## config.mk

```make
export PLATFORM = sky130hd
export DESIGN_NAME = change_dispenser
export DESIGN_NICKNAME = d
export VERILOG_FILES = /design/src/rtl/vending_pkg.sv /design/src/rtl/coin_pulse_timer.sv /design/src/rtl/change_dispenser.sv
export SDC_FILE = /design/constraint.sdc
export NUM_CORES = 1
export LEC_CHECK = 0
export ABC_AREA = 1
export CAP_MARGIN = 0
export CORE_UTILIZATION = 59
export DETAILED_ROUTE_END_ITERATION = 16
export PLACE_DENSITY = 0.93
export SYNTH_ARGS = -nofsm -noshare
export SYNTH_HDL_FRONTEND = slang
export SYNTH_SLANG_ARGS = --single-unit
```

## constraint.sdc

```tcl
create_clock -name clk -period 8 [get_ports clk]
set_clock_uncertainty 0.15 [all_clocks]
set_input_delay 2.4 -clock clk [delete_from_list [all_inputs] [get_ports clk]]
set_output_delay 2.4 -clock clk [all_outputs]
set_load 0.02 [all_outputs]
```

## src/rtl/vending_pkg.sv

```systemverilog
// Shared definitions for the coin payout path: coin values, FSM states and coin-select encoding.
package vending_pkg;

    localparam int NICKEL_C  = 5;
    localparam int DIME_C    = 10;
    localparam int QUARTER_C = 25;

    typedef enum logic [2:0] {
        ST_IDLE   = 3'd0,
        ST_SELECT = 3'd1,
        ST_PULSE  = 3'd2,
        ST_GAP    = 3'd3,
        ST_DONE   = 3'd4
    } state_t;

    typedef enum logic [1:0] {
        COIN_NONE    = 2'd0,
        COIN_NICKEL  = 2'd1,
        COIN_DIME    = 2'd2,
        COIN_QUARTER = 2'd3
    } coin_t;

endpackage

```

## src/rtl/coin_pulse_timer.sv

```systemverilog
// Loadable down-counter timing the PULSE and GAP phases; expired is high once the count reaches zero.
module coin_pulse_timer #(
    parameter int W = 8
) (
    input  logic         clk,
    input  logic         reset,
    input  logic         load,
    input  logic [W-1:0] load_val,
    output logic         expired
);

    logic [W-1:0] cnt;

    always_ff @(posedge clk or posedge reset) begin
        if (reset) begin
            cnt <= '0;
        end else if (load) begin
            cnt <= load_val;
        end else if (cnt != '0) begin
            cnt <= cnt - 1'b1;
        end
    end

    assign expired = (cnt == '0);

endmodule

```

## src/rtl/change_dispenser.sv

```systemverilog
// Greedy change payout engine: turns a cent amount into quarter/dime/nickel hopper pulses
// against a finite per-denomination inventory and reports any unpaid remainder.
module change_dispenser
    import vending_pkg::*;
#(
    parameter int AMT_W     = 9,
    parameter int CNT_W     = 8,
    parameter int N_INIT    = 20,
    parameter int D_INIT    = 20,
    parameter int Q_INIT    = 20,
    parameter int PULSE_LEN = 2,
    parameter int GAP_LEN   = 2
) (
    input  logic             clk,
    input  logic             reset,
    input  logic             start,
    input  logic [AMT_W-1:0] amount,
    input  logic             load_inv,
    input  logic [CNT_W-1:0] load_n,
    input  logic [CNT_W-1:0] load_d,
    input  logic [CNT_W-1:0] load_q,
    output logic             busy,
    output logic             done,
    output logic [AMT_W-1:0] short_amt,
    output logic             nickel_out,
    output logic             dime_out,
    output logic             quarter_out,
    output logic [CNT_W-1:0] n_cnt,
    output logic [CNT_W-1:0] d_cnt,
    output logic [CNT_W-1:0] q_cnt,
    output state_t           dbg_state
);

    localparam int TW = 8;
    localparam logic [AMT_W-1:0] NV = AMT_W'(NICKEL_C);
    localparam logic [AMT_W-1:0] DV = AMT_W'(DIME_C);
    localparam logic [AMT_W-1:0] QV = AMT_W'(QUARTER_C);

    state_t           state, state_d;
    coin_t            sel, sel_d, pick;
    logic [AMT_W-1:0] remaining;
    logic [2:0]       residue;
    logic [AMT_W-1:0] amt_mod;
    logic             timer_load;
    logic [TW-1:0]    timer_val;
    logic             timer_expired;

    assign amt_mod   = amount % NV;
    assign dbg_state = state;

    coin_pulse_timer #(.W(TW)) u_timer (
        .clk      (clk),
        .reset    (reset),
        .load     (timer_load),
        .load_val (timer_val),
        .expired  (timer_expired)
    );

    // Largest coin first; an empty hopper is skipped so counters never wrap.
    always_comb begin
        pick = COIN_NONE;
        if (remaining >= QV && q_cnt != '0) begin
            pick = COIN_QUARTER;
        end else if (remaining >= DV && d_cnt != '0) begin
            pick = COIN_DIME;
        end else if (remaining >= NV && n_cnt != '0) begin
            pick = COIN_NICKEL;
        end
    end

    always_ff @(posedge clk or posedge reset) begin
        if (reset) begin
            state <= ST_IDLE;
            sel   <= COIN_NONE;
        end else begin
            state <= state_d;
            sel   <= sel_d;
        end
    end

    always_comb begin
        state_d    = state;
        sel_d      = sel;
        timer_load = 1'b0;
        timer_val  = '0;
        case (state)
            ST_IDLE: begin
                if (start) state_d = ST_SELECT;
            end
            ST_SELECT: begin
                if (pick != COIN_NONE) begin
                    sel_d      = pick;
                    state_d    = ST_PULSE;
                    timer_load = 1'b1;
                    timer_val  = TW'(PULSE_LEN - 1);
                end else begin
                    sel_d   = COIN_NONE;
                    state_d = ST_DONE;
                end
            end
            ST_PULSE: begin
                if (timer_expired) begin
                    state_d    = ST_GAP;
                    timer_load = 1'b1;
                    timer_val  = TW'(GAP_LEN - 1);
                end
            end
            ST_GAP: begin
                if (timer_expired) state_d = ST_SELECT;
            end
            ST_DONE: begin
                state_d = ST_IDLE;
            end
            default: begin
                state_d = ST_IDLE;
            end
        endcase
    end

    // Datapath: amount capture, inventory and remainder bookkeeping.
    always_ff @(posedge clk or posedge reset) begin
        if (reset) begin
            remaining <= '0;
            residue   <= '0;
            short_amt <= '0;
            n_cnt     <= CNT_W'(N_INIT);
            d_cnt     <= CNT_W'(D_INIT);
            q_cnt     <= CNT_W'(Q_INIT);
        end else begin
            case (state)
                ST_IDLE: begin
                    if (start) begin
                        remaining <= amount - amt_mod;
                        residue   <= amt_mod[2:0];
                        short_amt <= '0;
                    end else if (load_inv) begin
                        n_cnt <= load_n;
                        d_cnt <= load_d;
                        q_cnt <= load_q;
                    end
                end
                ST_SELECT: begin
                    case (pick)
                        COIN_QUARTER: begin
                            q_cnt     <= q_cnt - 1'b1;
                            remaining <= remaining - QV;
                        end
                        COIN_DIME: begin
                            d_cnt     <= d_cnt - 1'b1;
                            remaining <= remaining - DV;
                        end
                        COIN_NICKEL: begin
                            n_cnt     <= n_cnt - 1'b1;
                            remaining <= remaining - NV;
                        end
                        default: begin
                            short_amt <= remaining + AMT_W'(residue);
                        end
                    endcase
                end
                default: ;
            endcase
        end
    end

    // Outputs registered from the next state so they line up with the state they describe.
    always_ff @(posedge clk or posedge reset) begin
        if (reset) begin
            busy        <= 1'b0;
            done        <= 1'b0;
            nickel_out  <= 1'b0;
            dime_out    <= 1'b0;
            quarter_out <= 1'b0;
        end else begin
            busy        <= (state_d == ST_SELECT) || (state_d == ST_PULSE) || (state_d == ST_GAP);
            done        <= (state_d == ST_DONE);
            nickel_out  <= (state_d == ST_PULSE) && (sel_d == COIN_NICKEL);
            dime_out    <= (state_d == ST_PULSE) && (sel_d == COIN_DIME);
            quarter_out <= (state_d == ST_PULSE) && (sel_d == COIN_QUARTER);
        end
    end

endmodule

```

==> reports/qor.yml, run 1 <==
setup_viol: 0
ctsHoldBuffers: 0
tns_ns: 0
synthesis.instances: 714
p_per_area_mw_per_mm2: 359
fin_util: 0.743
async_flop_share: 1.00
hold_viol_final: 0
ios: 78
drv_cap: 0
power_frac_comb: 0.564
failed_checks: "design-rule violations"
clock_latency_ns: 0.35
required_ns: 8.11
grt_pass1_wl_mm: 21.7
final_cells: 899
cts_setup_buffers: 0
cpPeakStageDelay_ns: 0.48
layout_common_cells: "nand2_1 (128), inv_1 (98), o21ai_0 (79)"
grt-ovfl-total: 0
multiInputGateArea_mm2: 0.00293
finalWorstSetupSlack_ns: 1.53
fmax_mhz: 155
post-route-period-util: 0.808
cts_resized: 0
final_common_cell: "nand2_1"
finalCriticalPeriod_ns: 6.47
crit_path_start_kind: "primary input"
synth_warnings: 0
fill_cells: 591
hold_slack_ns: 0.350
cts.sinks: 63
cts_tree: "done"
cp_common_cell: "nand2_1"
seq_area_mm2: 0.00158
syn_area_mm2: 0.00497
arrival_ns: 6.58
critPathCaptureType: "flop"
dr.first_iter.drc_count: 453
track_usage: 0.310
r2r_cells: 15
antenna_left: 0
coreArea_mm2: 0.00818
rows: 33
netSwitchingPower_mw: 1.07
placed_cells: 883
grt_pass1_vias: 4941
cp_max_fo: 4
routed_via_density: 5.76
drive_gt1_frac: 0.0869
synth.area.mux_share: 0
initial_core_util: 0.607
crit_end: "remaining[8]"
ff2ff_setup_slack_ns: 4.09
slew_viol_final: 0
die_x_um: 93.7
ys.flop_type: "dfrtp_1"
synth-compound-area-share: 0.201
finalNetCount: 856
worstReg2RegEnd: "d_cnt[3]"
firstDrtPassIters: 12
path_clk_slew_ns: 0.07
antenna_cells: 0
p_leak_nw: 2.92
crit_type: "primary input to flop"
die_y_um: 93.7
intPower_mw: 1.12
worst_slew_pin_slew_ns: 0.939
syn2layout_area_growth_pct: 22.4
gp_congestion: 0.915
grt_setup_unrepaired: "no"
hp-class: "flop to flop"
synth_edf_count: 0
vdd_drop_max_mv: 0.171
ys_ff_latch: 63
ys_types: 48
dp_worst_setup_slack_ns: 1.22
root_buffer: "clkbuf_8"
relSlewSlack: 0.374
dieArea_mm2: 0.00879
portBuffers: 77
synth_top_family_by_area: "simple AND/OR/NAND/NOR gates"
via_count: 5178
routed_wl_mm: 13.1
dp_hpwl_mm: 9.51
routedWlPerCell_um: 14.6
cts_made_buffers: 9
grt_max_degree: 64
pwr-share-clk: 0.158
share_seq_of_total_power: 0.278
synth_xor_area_frac: 0.0212
synth_adder_area_share: 0.0786
htreeDepth: 3
synthSimpleGateAreaFrac: 0.285
synth_seq_area_share: 0.319
crit_start: "amount[6]"
switching_share: 0.489
r2r_start: "remaining[1]"
cp_slowest_cell: "clkdlybuf4s50_1"
avgSynthCellArea_um2: 6.96
drc: 1
outcome: "finished with violations"
antenna_found_initial: 0
clockBufferDepth: 2
-- cell usage after synthesis, drive strengths merged (10+ instances only) --
cell | number | share of area
xor2 | 10 | 0.018
clkbuf | 18 | 0.014
nand2 | 153 | 0.13
nand3 | 53 | 0.060
o21ai | 82 | 0.083
dfrtp | 57 | 0.29
inv | 103 | 0.078
nor3 | 20 | 0.020
ha | 28 | 0.071
nor2 | 59 | 0.045
nand4 | 11 | 0.015
a21oi | 50 | 0.052
-- area by class of cell --
cell class | count | area share
repair buffers | 80 | 0.131
clock inverters | 7 | 0.0200
well taps | 105 | 0.0216
flip-flops and latches | 63 | 0.261
clock buffers | 9 | 0.0204
inverters | 105 | 0.0649
multi-input cells | 530 | 0.482
-- kinds of logic (layout without fill, tap and decap cells) --
kind of cell	count (synthesis)	in the layout
xor gates and xnor gates	12	12
adders and majority gates	30	30
DFF	63	63
and+or+nand+nor	308	308
other	1	5
AOI/OAI and AO/OA	175	175
buffers and inverters	125	201
-- through the flow --
| stage | cell area [um^2] | total power, mW |
|---|---|---|
| floorplan | 4980 | 1.43 |
| global placement | 5830 | 1.74 |
| detailed placement | 5830 | 1.80 |
| CTS | 6080 | 2.16 |
| global route | 6080 | 2.35 |
| finish | 6080 | 2.18 |
-- sequential cells by signal, summed over array words and instances, names as in the netlist, 2 cells and up --
| signal | flops |
|---|---|
| short_amt | 9 |
| q_cnt | 8 |
| d_cnt | 8 |
| dbg_state | 3 |
| sel | 2 |
| residue | 3 |
| n_cnt | 8 |
| u_timer.cnt | 8 |
| remaining | 9 |
-- how the worst min path moves through the flow --
stage / start / cells after the start / slack, ns / to
5_1_grt: u_timer.cnt[7] / 1 / 0.37 / u_timer.cnt[7]
6_report: short_amt[2] / 2 / 0.35 / short_amt[2]
4_1_cts: u_timer.cnt[7] / 1 / 0.36 / u_timer.cnt[7]
2_1_floorplan: residue[2] / 2 / 0.30 / residue[2]
3_3_place_gp: u_timer.cnt[7] / 1 / 0.32 / u_timer.cnt[7]
3_5_place_dp: short_amt[2] / 2 / 0.34 / short_amt[2]
-- power by group through the flow --
| stage | clock network [mW] | logic, mW | registers, mW |
|---|---|---|---|
| floorplan | 0 | 0.791 | 0.635 |
| global placement | 0 | 1.14 | 0.596 |
| detailed placement | 0 | 1.20 | 0.604 |
| CTS | 0.345 | 1.22 | 0.600 |
| global route | 0.358 | 1.37 | 0.622 |
| finish | 0.345 | 1.23 | 0.607 |
-- metal layers --
| metal | global-route usage | vias to the layer above | wire length, um | share of wire |
|---|---|---|---|---|
| met1 | 0.386 | 2345 | 5380 | 0.41 |
| met4 | 0.151 | 0 | 398 | 0.030 |
| li1 | - | 2545 | - | - |
| met3 | 0.0324 | 44 | 825 | 0.063 |
| met5 | 0 | - | 0 | 0 |
| met2 | 0.533 | 244 | 6530 | 0.50 |
-- worst max-delay path, delay by kind of cell --
family	cells	cell delay [ns]
fa+ha+maj	1	0.42
buf+inv	7	0.99
simple gates	29	2.39
xor+xnor	1	0.23
compound gates	1	0.15
Power figures use the tool's default switching activity.
==> inputs of run 2 (changes only) <==
--- a/config.mk
+++ b/config.mk
@@ -7,9 +7,9 @@
 export LEC_CHECK = 0
 export ABC_AREA = 1
 export CAP_MARGIN = 0
-export CORE_UTILIZATION = 59
+export CORE_UTILIZATION = 50
 export DETAILED_ROUTE_END_ITERATION = 16
-export PLACE_DENSITY = 0.93
+export PLACE_DENSITY = 0.84
 export SYNTH_ARGS = -nofsm -noshare
 export SYNTH_HDL_FRONTEND = slang
 export SYNTH_SLANG_ARGS = --single-unit
==> constraint.sdc (replaced) <==
create_clock -name clk -period 5.69 [get_ports clk]
set_clock_uncertainty 0.15 [all_clocks]
set_input_delay 1.707 -clock clk [delete_from_list [all_inputs] [get_ports clk]]
set_output_delay 1.707 -clock clk [all_outputs]
set_load 0.02 [all_outputs]
==> run 2 against run 1 <==
  * The flow now finishes without violations
  * Combinational power up 41%
  * Worst setup slack worse by 1.1 ns
  * Routed wire length down 2.8%
  * Register-to-register slack worse by 2.3 ns
  * First-iteration DRC count down 45%
  * Final cell count up 4.4%
  * Total power up 38%
  * Critical path type unchanged
  * Critical endpoint is now remaining[7]
==> reports/qor.yml, run 2 (synthesis gave the netlist of run 1 again) <==
crit_path_start_kind: "primary input"
die_x_um: 102
final_cells: 939
finalWorstSetupSlack_ns: 0.441
cpPeakStageDelay_ns: 0.49
multiInputGateArea_mm2: 0.00294
cp_slowest_cell: "clkdlybuf4s50_1"
finalNetCount: 868
drv_cap: 0
whs_path_depth: 1
drive_gt1_frac: 0.107
coreArea_mm2: 0.00968
routedWlPerCell_um: 13.6
min_from: "u_timer.cnt[7]"
via_count: 5141
clock_latency_ns: 0.35
cts_resized: 0
p_leak_nw: 2.97
htreeDepth: 3
slew_viol_final: 0
worst_slew_pin_slew_ns: 0.904
hold_slack_ns: 0.341
finalCriticalPeriod_ns: 5.25
required_ns: 5.81
rows: 36
cts_made_buffers: 9
cp_common_cell: "nand2_2"
p_per_area_mw_per_mm2: 488
reg_top3: "remaining: 9 flops, short_amt: 9 flops"
drc: 0
cts.sinks: 63
vdd_drop_max_mv: 0.189
power_mw: 3.01
cts_tree: "done"
ctsHoldBuffers: 0
setup_viol: 0
portBuffers: 77
r2r_cells: 15
seq_area_mm2: 0.00158
crit_cells: 32
crit_type: "primary input to flop"
antenna_found_initial: 0
worstReg2RegEnd: "d_cnt[3]"
hold_end: "u_timer.cnt[7]"
dr.first_iter.drc_count: 251
ff2ff_setup_slack_ns: 1.78
clockBufferDepth: 2
grt_max_degree: 48
ios: 78
track_usage: 0.259
firstDrtPassIters: 5
root_buffer: "clkbuf_8"
critPathTopFamily: "simple AND/OR/NAND/NOR gates"
hp-class: "flop to flop"
antenna_left: 0
r2r_start: "remaining[1]"
dieArea_mm2: 0.0103
initial_core_util: 0.513
arrival_ns: 5.37
dp_hpwl_mm: 9.55
syn2layout_area_growth_pct: 24.3
routed_wl_mm: 12.8
path_clk_slew_ns: 0.07
post-route-period-util: 0.922
antenna_cells: 0
outcome: "finished clean"
dp_worst_setup_slack_ns: -0.295
final_common_cell: "nand2_1"
routed_via_density: 5.47
fill_cells: 852
cts_setup_buffers: 0
critPathCaptureType: "flop"
relSlewSlack: 0.397
cp_max_fo: 4
hold_viol_final: 0
fmax_mhz: 191
grt_pass1_wl_mm: 21.4
die_y_um: 102
grt-ovfl-total: 0
layout_common_cells: "nand2_1 (127), inv_1 (96), o21ai_0 (79)"
grt_pass1_vias: 4782
crit_buf_inv: 5
gp_congestion: 0.890
placed_cells: 923
run 2: worst reg2reg max path, delay by kind of cell (launching register included):
kind / cells / cell delay, ns
compound gates: 4 / 1.31
fa+ha+maj: 2 / 0.56
buf+inv: 5 / 0.87
flops: 1 / 0.49
simple gates: 4 / 0.43
run 2: metrics by stage:
stage	setup TNS, ns	util	instance area (um^2)
4_1_cts	0	0.637	6170
2_1_floorplan	0	-	4980
3_3_place_gp	-0.0274	0.615	5960
3_5_place_dp	-1.69	0.615	5960
6_report	0	0.638	6170
5_1_grt	-0.0358	0.638	6170
run 2: worst max-delay path by stage:
stage | startpoint | end | slack [ns]
final | amount[4] | remaining[7] | 0.44
after global routing | amount[7] | remaining[8] | -0.03
after detailed placement | amount[6] | remaining[7] | -0.30
after global placement | amount[6] | remaining[7] | -0.03
after CTS | amount[6] | remaining[7] | 0.06
after floorplan | amount[6] | remaining[6] | 0.63
run 2: cell type report:
| class | count | area share |
|---|---|---|
| multi-input combinational | 530 | 0.476 |
| timing repair buffer | 92 | 0.142 |
| tap | 133 | 0.0270 |
| clock buffer | 10 | 0.0207 |
| clock inverter | 6 | 0.0138 |
| sequential | 63 | 0.257 |
| inverter | 105 | 0.0638 |
run 2: metal layers:
layer  up-vias  track usage  part of all wire
met5         -            0                 0
met4         0       0.0747             0.011
met3        19       0.0366             0.046
met2       172        0.460              0.51
met1      2391        0.325              0.43
li1       2559            -                 -
run 2: report_power, final:
group,total (mW),leakage [nW],switching (mW),internal (mW)
clock,0.425,0.102,0.180,0.245
combinational,1.74,2.10,1.08,0.664
sequential,0.845,0.766,0.205,0.640
total,3.01,2.97,1.46,1.55
